### src/rtl/gb_io_pkg.sv
// gb_io_pkg: shared I/O register addresses, serial FSM states and the serial IF bit
package gb_io_pkg;
   localparam logic [15:0] ADDR_SB = 16'hFF01;
   localparam logic [15:0] ADDR_SC = 16'hFF02;
   localparam int IRQ_SERIAL_BIT = 3;
   typedef enum logic {IDLE, SHIFT} serial_state_t;
endpackage

### src/rtl/gb_sync_edge.sv
// gb_sync_edge: 2-FF synchronizer with a one-cycle rising-edge pulse
// ports: clk, reset (sync, active-low), d (async in), rise (pulse, 3rd cycle after d rises)
module gb_sync_edge (
   input  logic clk,
   input  logic reset,
   input  logic d,
   output logic rise
);
   // flops reset high so an idle-high input never produces a spurious edge
   logic [2:0] sh;
   always_ff @(posedge clk)
      if (!reset) sh <= 3'b111;
      else sh <= {sh[1:0], d};
   assign rise = sh[1] & ~sh[2];
endmodule

### src/rtl/gb_serial.sv
// gb_serial: SB/SC serial link port, MSB-first shift on internal or external clock
// ports: clk, reset (sync, active-low); CPU bus addr/data_i/wren/data_o;
//        link sin/sclk_ext/sout/sclk_out; irq_serial; sniffer tx_strobe/tx_data
module gb_serial
   import gb_io_pkg::*;
#(
   parameter int CLKS_PER_BIT = 128
) (
   input  logic        clk,
   input  logic        reset,
   input  logic [15:0] addr,
   input  logic [7:0]  data_i,
   input  logic        wren,
   output logic [7:0]  data_o,
   input  logic        sin,
   input  logic        sclk_ext,
   output logic        sout,
   output logic        sclk_out,
   output logic        irq_serial,
   output logic        tx_strobe,
   output logic [7:0]  tx_data
);
   localparam int DW = CLKS_PER_BIT > 1 ? $clog2(CLKS_PER_BIT) : 1;
   serial_state_t state_q, state_d;
   logic [7:0] sb_q;
   logic int_q, out_q, ext_rise;
   logic [DW-1:0] div_q;
   logic [2:0] cnt_q;
   logic sb_wr, sc_wr, start, stop, shift, last, busy;
   gb_sync_edge u_sync (
      .clk  (clk),
      .reset(reset),
      .d    (sclk_ext),
      .rise (ext_rise)
   );
   assign busy  = state_q == SHIFT;
   assign sb_wr = wren && addr == ADDR_SB;
   assign sc_wr = wren && addr == ADDR_SC;
   assign start = sc_wr && data_i[7];
   assign stop  = sc_wr && !data_i[7];
   // any SC write on a shift edge takes priority over that shift
   assign shift = busy && !sc_wr && (int_q ? div_q == DW'(CLKS_PER_BIT - 1) : ext_rise);
   assign last  = shift && cnt_q == 3'd7;
   always_comb
      state_d = start ? SHIFT : (stop || last) ? IDLE : state_q;
   always_ff @(posedge clk)
      if (!reset) begin
         state_q    <= IDLE;
         sb_q       <= 8'h00;
         int_q      <= 1'b0;
         div_q      <= '0;
         cnt_q      <= 3'd0;
         out_q      <= 1'b1;
         irq_serial <= 1'b0;
         tx_strobe  <= 1'b0;
         tx_data    <= 8'h00;
      end else begin
         state_q    <= state_d;
         if (sc_wr) int_q <= data_i[0];
         div_q      <= (start || shift || !busy || !int_q) ? '0 : div_q + 1'b1;
         cnt_q      <= start ? 3'd0 : shift ? cnt_q + 3'd1 : cnt_q;
         sb_q       <= sb_wr ? data_i : shift ? {sb_q[6:0], sin} : sb_q;
         // remembers the last bit driven so sout holds it once the transfer ends
         out_q      <= start ? 1'b1 : shift ? sb_q[7] : out_q;
         irq_serial <= last;
         tx_strobe  <= start;
         if (start) tx_data <= sb_q;
      end
   assign sout     = busy ? sb_q[7] : out_q;
   assign sclk_out = !(busy && int_q && div_q < DW'(CLKS_PER_BIT / 2));
   assign data_o   = addr == ADDR_SB ? sb_q : addr == ADDR_SC ? {busy, 6'h3F, int_q} : 8'hFF;
endmodule

### config.mk
export PLATFORM = sky130hd
export DESIGN_NAME = gb_serial
export DESIGN_NICKNAME = d
export VERILOG_FILES = /design/src/rtl/gb_io_pkg.sv /design/src/rtl/gb_sync_edge.sv /design/src/rtl/gb_serial.sv
export SDC_FILE = /design/constraint.sdc
export NUM_CORES = 1
export LEC_CHECK = 0
export ABC_CLOCK_PERIOD_IN_PS = 3970
export CAP_MARGIN = 20
export CORE_ASPECT_RATIO = 1.75
export CORE_UTILIZATION = 48
export DETAILED_ROUTE_END_ITERATION = 6
export PLACE_DENSITY = 0.82
export SETUP_SLACK_MARGIN = 0.05
export SYNTH_ARGS = -nofsm -noshare
export SYNTH_HDL_FRONTEND = slang
export SYNTH_HIERARCHICAL = 1
export SYNTH_SLANG_ARGS = --single-unit
### constraint.sdc
create_clock -name clk -period 3.97 [get_ports clk]
set_clock_uncertainty 0.1 [all_clocks]
set_input_delay 0.794 -clock clk [delete_from_list [all_inputs] [get_ports clk]]
set_output_delay 0.794 -clock clk [all_outputs]
set_load 0.05 [all_outputs]
---- Yosys cells after proc, flatten, opt, wreduce, memory -nomap -nowiden ----
Index checks and enable logic that the tools add are counted.
operators by class
  $add $sub $neg .......................... 2
  magnitude comparators ................... 1
  eq/ne operators ......................... 4
  multiplexer cells ....................... 8
  bitwise gates (word level) .............. 3
  reduce and logical (&&, ||, !) cells .... 22
operators by type and width
  cell                                          count
  equality test 16 bit (second input constant)  2
  two-way mux 8 bit                             4
  logical AND 1 bit                             9
  adder 7 x 1 -> 7 bit (second input constant)  1
  equality test 7 bit (second input constant)   1
  < comparator 7 bit (second input constant)    1
  logical NOT 1 bit                             5
  logical OR 1 bit                              4
  two-way mux 1 bit                             4
  nonzero test 2 bit                            2
  OR reduction 2 bit                            2
  adder 3 x 1 -> 3 bit (second input constant)  1
  equality test 3 bit (second input constant)   1
  NOT 1 bit                                     2
  bitwise AND 1 bit                             1
storage, ports and cells
  register bits after elaboration ......... 34
  input bits .............................. 29
  output and inout bits ................... 20
  word-level logic and storage cells ...... 50

---- Longest topological paths before layout ----
  word-level depth ........................ 9
  mapped depth ............................ 7
  mapped depth without buffers ............ 6

---- Hierarchy ----
The synthesis kept the hierarchy.
modules (own cells, without submodules)
  module        times used  cells an instance  area each (um^2)  sequential area each (um^2)
  gb_serial     1           132                1362.6            620.6
  gb_sync_edge  1           7                  92.6              60.1

---- Worst setup path after synthesis ----
OpenSTA, ideal clock, no wires.
  path kind ............................... input -> output
  start ................................... in addr[3]
  end ..................................... out data_o[1]
  arrival time ............................ 2.547 ns
  data required time ...................... 3.076 ns
  slack ................................... 0.529 ns
  cell stages on the path ................. 4
  buffers on the path ..................... 1
  path through ............................ or4_4 or4_4 buf_6 or3_2
on the way
  cells in the longest elaborated chain, start to end .. 2
ends and longest elaborated chain
  item                  RTL line         source
  start, declared       gb_serial.sv:11  input logic [15:0] addr,
  equality test 16 bit  gb_serial.sv:71  assign data_o = addr == ADDR_SB ? sb_q : addr == ADDR_SC ? {busy, 6'h3F, int_q} : 8'hFF;
  two-way mux 8 bit     gb_serial.sv:71
  end, declared         gb_serial.sv:14  output logic [7:0] data_o,
No other way between the ends.

---- Worst setup path after layout ----
Same ends and word-level chain as after synthesis.

==> flow_summary.toml <==
[setup_path]
cpPeakStageDelay_ns = 0.61
worst_path_dominant_cell_family = "simple AND/OR/NAND/NOR gates"
crit_path_frequent_cell = "or4_4"
critical-path-slowest-cell = "or4_4"
path_buf_inv = 2
path_class = "in -> out"
cp_data_arrival_time_ns = 2.99
startpoint_type = "primary input"
worstPathRequired_ns = 3.08
path_max_fanout = 9
worst_setup_path_end_kind = "primary output"
worstPathCellList = "clkdlybuf4s50_1 -> or4_4 -> or4_4 -> or3_2 -> buf_4"

[timing]
drv_slew = 0
hold_slack_ns = 0.3140
tns_ns = 0
setup_viol = 0
min_period_ns = 3.883
grt_setup_unrepaired = "true"
fin_crit_sh_pct = 97.80
max_slew_margin_pct = 53.48
fin_ws_ns = 0.08717
worst_pin_slew_ns = 0.6978
max_freq_mhz = 257.5
hold_violations = 0

[cts]
clockBufferDepth = 2
cts_sinks = 34
cts_tree = "built"
cts_root_buf = "clkbuf_8"
insertion_delay_ns = 0.28
htreeDepth = 2
ctsResizeCount = 0
numCtsBuffers = 5
clkTransAtPathRegs_ns = 0.06

[synthesis]
ys_seq_area_share_pct = 46.78
synth-edff-count = 0
syn_inst = 139
synth-async-reset-ratio_pct = 0
ys_ff_latch = 34
yosys_warnings = 6
synth.avg_cell_area_um2 = 10.47
ys_types = 31
synth_area_um2 = 1455
synth_flop_cell = "dfxtp_1"
synth_nets = 171

[detailed_routing]
drc = 2
first_iter_violations = 31
vias_per_cell = 5.664
wire_per_inst_um = 14.46
ant_nets = 0
finalWirelength_mm = 3.225
vias = 1263
drt_pass1_iterations = 6

[floorplanning]
die_x_um = 43.62
dieHeight_um = 74.84
die-area_um2 = 3264
rows = 26
ioPinCount = 49
initial_core_util_pct = 50.26
core_um2 = 2895

[job]
maxCapViolations = 0

[layout]
antennaDiodeCount = 0
register_area_um2 = 680.7
drive_gt1_share_pct = 15.90
syn2layout_area_growth_pct = 38.87
num-nets-final = 227
final_common_cell = "clkdlybuf4s50_1"
mostFrequentLayoutCells = "clkdlybuf4s50_1 (40), dfxtp_1 (34), nor2_1 (16)"
multi_input_area_um2 = 728.2
nFillCells = 232
final_area_um2 = 2021

[global_route]
grt_overflow = 0
antenna_found_initial = 0
grt_use_total_pct = 22.06
grt_max_degree = 14
grt_pass1_vias = 1267
grt_pass1_wl_mm = 5.402

[power]
p_clk_share_pct = 37.8
netSwitchingPower_mw = 0.1331
pwr-share-comb_pct = 7.0
p_total_mw = 0.6213
netSwitchingFraction_pct = 21.42
vdd_drop_max_uv = 231.0
power_frac_seq_pct = 55.2
p_leak_nw = 0.8022
pwr_density_cell_nw_per_um2 = 307.5
p_int_mw = 0.4882

[place]
pre_cts_slack_ns = 0.09753
place_congestion = 0.8101
placedInstanceArea_um2 = 1934
dp_hpwl_mm = 2.461
port_buffers = 48

[outcome]
violations = "DRC"
status = "finished with violations"

[min_path]
hp-class = "reg -> reg"
==> metal layers <==
metal / share of wire [%] / global-route usage [%]
met1: 39 / 23.83
met3: 4.7 / 4.317
met2: 54 / 39.80
met4: 1.9 / 11.11
met5: 0 / 0
==> synth_stat cells, types with 2 or more instances <==
cell,n,area share (%)
xor2_1,3,1.8
nand2b_1,7,3.0
a21oi_1,3,1.0
nand2_1,7,1.8
nor3_1,2,0.69
nand3_1,3,1.0
or3_2,6,3.1
ha_1,3,2.6
xnor2_1,3,1.8
o2bb2ai_1,8,4.8
mux2i_1,12,8.3
nor2_1,16,4.1
dfxtp_1,34,47
inv_1,4,1.0
or4_4,2,1.5
o22ai_1,3,1.3
nand4_1,2,0.86
a22o_1,8,4.8
==> final cells by class <==
type                       instances  share of cell area, %
clock buffer                       5                  3.406
multi-input combinational         99                  36.04
inverter                           4                 0.7430
sequential                        34                  33.68
timing repair buffer              51                  23.90
tap                               28                  1.734
clock inverter                     2                 0.4954
==> final timing paths <==
path	to	cells after the start	from	slack, ns
worst max-delay path	data_o[1]	5	addr[3]	0.09
worst min-delay path	u_sync/sh[1]	1	u_sync/sh[0]	0.31
worst max register to register	div_q[4]	6	div_q[0]	1.99
worst min register to register	u_sync/sh[1]	1	u_sync/sh[0]	0.31
==> sequential cells by signal (all words and copies together), names as in the netlist <==
signal / flops
busy: 1
cnt_q: 3
div_q: 7
int_q: 1
irq_serial: 1
out_q: 1
sb_q: 8
tx_data: 8
tx_strobe: 1
u_sync/sh: 3
==> repair_timing <==
item / CTS / global route
endpoints found under the setup margin: 0 / 4
buffers inserted: 0 / 1
hold buffers: 0 / 0
==> kinds of logic after synthesis <==
group | after synthesis | share of synthesized area [%]
buf+inv | 6 | 3.181
simple gates | 51 | 19.95
xor+xnor | 6 | 3.612
mux | 13 | 9.029
fa+ha+maj | 3 | 2.580
flops | 34 | 46.78
compound gates | 26 | 14.88
==> worst reg2reg max path, delay by kind of cell (launching register included) <==
kind / cells / cell delay (ns)
adders and majority gates: 1 / 0.20
AOI/OAI and AO/OA: 3 / 0.92
DFF: 1 / 0.36
and+or+nand+nor: 2 / 0.27
==> per-stage QoR <==
stage | utilization (%) | cells
5_1_grt | 69.79 | 223
6_report | 69.79 | 223
3_3_place_gp | 66.81 | 215
4_1_cts | 69.53 | 222
3_5_place_dp | 66.81 | 215
2_1_floorplan | - | 139
==> power groups by stage <==
stage	Clock (mW)	Combinational [mW]	Sequential, mW
CTS	0.239	0.0435	0.343
global route	0.254	0.0468	0.343
detailed placement	0	0.0434	0.350
finish	0.235	0.0434	0.343
global placement	0	0.0424	0.350
floorplan	0	0.0111	0.350
(Power assumes the default switching activity.)
